**src/rtl/des_pkg.sv**
```systemverilog
// des_pkg: DES key schedule tables, types and helpers (PC-1, PC-2, SHIFT, rotations, byte parity)
package des_pkg;
  typedef logic [47:0] subkey_t;
  typedef logic [27:0] half_t;
  typedef enum logic {IDLE, ISSUE} ks_state_t;
  // Tables use DES bit numbering: entry i names the 1-based source bit of output bit i+1.
  localparam int PC1 [56] = '{
    57, 49, 41, 33, 25, 17,  9,
     1, 58, 50, 42, 34, 26, 18,
    10,  2, 59, 51, 43, 35, 27,
    19, 11,  3, 60, 52, 44, 36,
    63, 55, 47, 39, 31, 23, 15,
     7, 62, 54, 46, 38, 30, 22,
    14,  6, 61, 53, 45, 37, 29,
    21, 13,  5, 28, 20, 12,  4
  };
  localparam int PC2 [48] = '{
    14, 17, 11, 24,  1,  5,
     3, 28, 15,  6, 21, 10,
    23, 19, 12,  4, 26,  8,
    16,  7, 27, 20, 13,  2,
    41, 52, 31, 37, 47, 55,
    30, 40, 51, 45, 33, 48,
    44, 49, 39, 56, 34, 53,
    46, 42, 50, 36, 29, 32
  };
  localparam int SHIFT [16] = '{1, 1, 2, 2, 2, 2, 2, 2, 1, 2, 2, 2, 2, 2, 2, 1};
  function automatic logic [55:0] pc1(input logic [63:0] k);
    pc1 = '0;
    for (int i = 0; i < 56; i++) pc1[55-i] = k[64-PC1[i]];
  endfunction
  function automatic half_t rol(input half_t h, input int n);
    return (n == 2) ? {h[25:0], h[27:26]} : {h[26:0], h[27]};
  endfunction
  function automatic half_t ror(input half_t h, input int n);
    return (n == 2) ? {h[1:0], h[27:2]} : {h[0], h[27:1]};
  endfunction
  function automatic logic odd_parity(input logic [63:0] k);
    odd_parity = 1'b1;
    for (int i = 0; i < 8; i++) odd_parity = odd_parity & (^k[8*i+:8]);
  endfunction
endpackage

```
**src/rtl/des_pc2.sv**
```systemverilog
// des_pc2: combinational PC-2 compression of the 56-bit C||D register into a 48-bit subkey (cd in, subkey out)
module des_pc2
  import des_pkg::*;
(
  input  logic [55:0] cd,
  output logic [47:0] subkey
);
  always_comb begin
    subkey = '0;
    for (int i = 0; i < 48; i++) subkey[47-i] = cd[56-PC2[i]];
  end
endmodule

```
**src/rtl/des_key_sched.sv**
```systemverilog
// des_key_sched: iterative DES key schedule issuing K1..K16 (or K16..K1) over a valid/advance handshake.
// Ports: clk, rst (sync, active-high), key_load/key_in/decrypt load a key, next_key advances,
// subkey_out/subkey_valid/round_num present the current subkey, busy while issuing, done pulses at the end,
// parity_err flags a rejected key. Optional macro DES_PARITY_CHK_EN enables odd-parity key checking.
module des_key_sched
  import des_pkg::*;
#(
  parameter bit AUTO_ADV = 1'b0
) (
  input  logic        clk,
  input  logic        rst,
  input  logic        key_load,
  input  logic [63:0] key_in,
  input  logic        decrypt,
  input  logic        next_key,
  output logic [47:0] subkey_out,
  output logic        subkey_valid,
  output logic [3:0]  round_num,
  output logic        busy,
  output logic        done,
  output logic        parity_err
);
  ks_state_t state, state_n;
  half_t c, d;
  logic dec, key_ok, adv, last;
  logic [55:0] cd_key;
  logic [3:0] nxt, rev;
  assign cd_key = pc1(key_in);
  assign adv = (state == ISSUE) && (next_key || AUTO_ADV);
  assign last = round_num == 4'd15;
  assign nxt = round_num + 4'd1;
  assign rev = 4'd15 - round_num;
`ifdef DES_PARITY_CHK_EN
  assign key_ok = odd_parity(key_in);
  always_ff @(posedge clk)
    if (rst) parity_err <= 1'b0;
    else if (key_load) parity_err <= !key_ok;
`else
  assign key_ok = 1'b1;
  assign parity_err = 1'b0;
`endif
  always_ff @(posedge clk)
    if (rst) state <= IDLE;
    else state <= state_n;
  always_comb
    state_n = key_load ? (key_ok ? ISSUE : IDLE) : (adv && last) ? IDLE : state;
  always_comb begin
    subkey_valid = state == ISSUE;
    busy = state == ISSUE;
  end
  // Encrypt pre-rotates by SHIFT[0] on load so K1 is ready; decrypt starts from C0=C16 for K16.
  always_ff @(posedge clk)
    if (rst) begin
      c <= '0;
      d <= '0;
      dec <= 1'b0;
      round_num <= '0;
      done <= 1'b0;
    end else begin
      done <= 1'b0;
      if (key_load) begin
        round_num <= '0;
        if (key_ok) begin
          dec <= decrypt;
          c <= decrypt ? cd_key[55:28] : rol(cd_key[55:28], SHIFT[0]);
          d <= decrypt ? cd_key[27:0] : rol(cd_key[27:0], SHIFT[0]);
        end
      end else if (adv) begin
        round_num <= last ? 4'd0 : nxt;
        done <= last;
        if (!last) begin
          c <= dec ? ror(c, SHIFT[rev]) : rol(c, SHIFT[nxt]);
          d <= dec ? ror(d, SHIFT[rev]) : rol(d, SHIFT[nxt]);
        end
      end
    end
  des_pc2 u_pc2 (
    .cd(({c, d})),
    .subkey(subkey_out)
  );
endmodule

```
**config.mk**
```make
export PLATFORM = sky130hd
export DESIGN_NAME = des_key_sched
export DESIGN_NICKNAME = d
export VERILOG_FILES = /design/src/rtl/des_pkg.sv /design/src/rtl/des_pc2.sv /design/src/rtl/des_key_sched.sv
export SDC_FILE = /design/constraint.sdc
export NUM_CORES = 1
export LEC_CHECK = 0
export CAP_MARGIN = 10
export CELL_PAD_IN_SITES_DETAIL_PLACEMENT = 1
export CELL_PAD_IN_SITES_GLOBAL_PLACEMENT = 2
export CORE_MARGIN = 2
export CORE_UTILIZATION = 38
export CTS_CLUSTER_SIZE = 30
export DETAILED_ROUTE_END_ITERATION = 12
export DONT_BUFFER_PORTS = 1
export PLACE_DENSITY_LB_ADDON = 0.12
export SYNTH_ARGS = -nofsm -noshare
export SYNTH_HDL_FRONTEND = slang
export SYNTH_SLANG_ARGS = --single-unit
```
**constraint.sdc**
```tcl
create_clock -name clk -period 4.5 [get_ports clk]
set_input_delay 0.45 -clock clk [delete_from_list [all_inputs] [get_ports clk]]
set_output_delay 0.45 -clock clk [all_outputs]
set_load 0.01 [all_outputs]
```
==> out/results.ini <==
[worst_setup_path]
arrival_ns = 3.07
critPathKind = register to register
start_kind = register
end_kind = register
required_ns = 4.73
r2r_cells = 8
cp_max_fo = 56

[yosys]
syn_inst = 743
ys_seq_area_share_pct = 22.6
synthAdderAreaFrac_pct = 1.35
synth_top_family_by_area = compound AO/OA/AOI/OAI gates
avgSynthCellArea_um2 = 7.50
syn_nets = 818
synthSimpleGateAreaFrac_pct = 16.5
yosys.area_share.xor_xnor_pct = 0.157
synthMuxAreaShare_pct = 22.9
synth_compound_area_share_pct = 23.6
syn_area_um2 = 5570
yosysWarnings = 0
ys_ff_latch = 63
synth_cell_type_count = 40

[global_route]
track_usage_pct = 21.4
grt_start_max_net_pins = 96
antenna_found_initial = 0
grt_pass1_wl_mm = 27.5
overflow = 0
grt_pass1_vias = 5087

[sta]
drv_slew = 0
finalSetupViolCount = 0
whs_ns = 0.193
tns_ns = 0
fmax_ghz = 0.352
period_needed_ns = 2.84
fin_crit_sh_pct = 63.1
hold_violations = 0
rsz0062_at_grt = no
relSlewSlack_pct = 31.0
skew_ns = 0.00951
fin_ws_ns = 1.66
worstMarginPinSlew_ns = 1.04

[pwr]
sw_frac_of_total_pct = 31.1
vdd_ir_drop_max_uv = 202
p_seq_share_pct = 43.4
pwr-share-clk_pct = 40.3
p_leak_nw = 1.92
switchingPower_mw = 0.506
internal_power_mw = 1.12
power.density_nw_per_um2 = 299
power.total_mw = 1.63
p_comb_share_pct = 16.3

[final_layout]
drive_gt1_share_pct = 6.01
nNetsFinal = 719
multi_input_area_um2 = 3610
diodes = 0
seq_area_um2 = 1260
n_fill_cell = 1788
syn2layout_area_growth_pct = -2.38

[floorplan]
initial_core_util_pct = 38.6
die_x_um = 125
dieArea_um2 = 15700
num_rows = 44
die_h_um = 125
ios = 125
core_um2 = 14400

[clock_network]
htreeDepth = 3
post_cts_buffers = 0
clockRootBuffer = clkbuf_16
holdBufCountCts = 0
cts_tree = yes
cts.sinks = 63
clk_latency_ns = 0.34
cts.clk_slew.worst_paths_ns = 0.06
cts-buffers-inserted = 9
cts.path.max_buffers = 2
ctsResizeCount = 0

[worst_hold_path]
hold_path_class = primary input to register
worstHoldPathCells = 1

[routing]
drt_iter0_drc = 244
via_per_inst = 5.93
routedWlPerCell_um = 20.2
vias = 4941
firstDrtPassIters = 4
drc = 0
ant_nets = 0
route.final.wire_length_mm = 16.9

[place]
portBuffers = 0
place_congestion = 0.805
place_worst_setup_slack_ns = 1.67
hpwl_mm = 10.9

[job]
max_cap_viol_count = 0

[run_status]
status = finished, final reports clean

-- worst max-delay path, cell delays in order (launching register included) --
cell and delay [ns]:
dfxtp_1 0.55, ha_1 0.45, or3b_1 0.40, o2111ai_1 0.11, o41ai_1 0.14, nor3_4 0.23
buf_12 0.37, mux2i_1 0.32, a21oi_1 0.10
-- synthesized netlist by cell type (all sizes together) --
master	count	area [µm²]
conb	1	3.75
mux2	18	203
or3	1	6.26
o21ai	57	285
and3b	1	8.76
nand3	3	15.0
a311oi	3	26.3
a211oi	3	22.5
nor2b	47	294
nand2	58	218
a21o	1	7.51
a21oi	67	347
ha	6	75.1
xnor2	1	8.76
dfxtp	63	1260
a31oi	89	557
o41ai	1	8.76
o2111ai	1	8.76
buf	73	543
o31ai	1	7.51
a21boi	1	7.51
and2	2	12.5
nor3	14	75.1
a221oi	4	35.0
nor4	3	18.8
mux2i	107	1070
and3	1	6.26
inv	3	11.3
or3b	1	8.76
clkbuf	44	165
nor2	68	255
-- power groups by stage --
| stage | Clock, mW | Sequential [mW] | Combinational (mW) |
|---|---|---|---|
| 3_3_place_gp | 0 | 0.717 | 0.260 |
| 4_1_cts | 0.679 | 0.707 | 0.268 |
| 2_1_floorplan | 0 | 0.658 | 0.329 |
| 3_5_place_dp | 0 | 0.719 | 0.267 |
| 6_report | 0.656 | 0.706 | 0.264 |
| 5_1_grt | 0.693 | 0.717 | 0.302 |
-- logic make-up after synthesis --
group,count (synthesis)
compound gates,228
simple gates,199
mux,125
buf+inv,120
flops,63
fa+ha+maj,6
other cells,1
xor+xnor,1
-- routing by layer --
layer,wire length (µm),up-vias,part of all wire [%],global-route usage (%)
li1,-,2435,-,-
met1,7760,2387,46,28.2
met2,7880,108,47,35.3
met3,1060,11,6.3,6.25
met4,158,0,0.94,3.99
met5,0,-,0,0
-- layout by cell type, fill, tap and decap left out, drive strengths merged --
master	n
a211oi	3
a21boi	1
a21o	1
a21oi	67
a221oi	4
a311oi	3
a31oi	89
and2	2
and3	1
and3b	1
buf	7
clkbuf	15
clkinv	1
conb	1
dfxtp	63
ha	6
inv	3
mux2	18
mux2i	107
nand2	58
nand3	3
nor2	68
nor2b	47
nor3	14
nor4	3
o2111ai	1
o21ai	57
o31ai	1
o41ai	1
or3	1
or3b	1
xnor2	1
-- flip-flops by register name (all words and copies together) (netlist names) --
register and flops:
c 28, d 28, round_num 4, busy 1, dec 1, done 1
-- through the flow --
stage / area, µm² / util (%) / std cells
3_3_place_gp: 5180 / 35.9 / 817
2_1_floorplan: 5570 / - / 743
4_1_cts: 5440 / 37.7 / 833
6_report: 5440 / 37.7 / 833
5_1_grt: 5440 / 37.7 / 833
3_5_place_dp: 5180 / 35.9 / 817
-- final timing paths --
check / end / slack (ns) / startpoint
setup / recovery: d[27] / 1.66 / round_num[1]
hold / removal: busy / 0.19 / rst
setup reg to reg: d[27] / 1.66 / round_num[1]
hold reg to reg: d[13] / 0.57 / d[13]
-- final cells by class --
cell class,count,share of cell area [%]
Sequential cell,63,23.3
Clock inverter,1,0.0920
Multi-Input combinational cell,560,66.3
Inverter,3,0.207
Timing Repair Buffer,7,1.20
Clock buffer,15,4.74
Tap cell,184,4.23
Power figures use the tool's default switching activity.
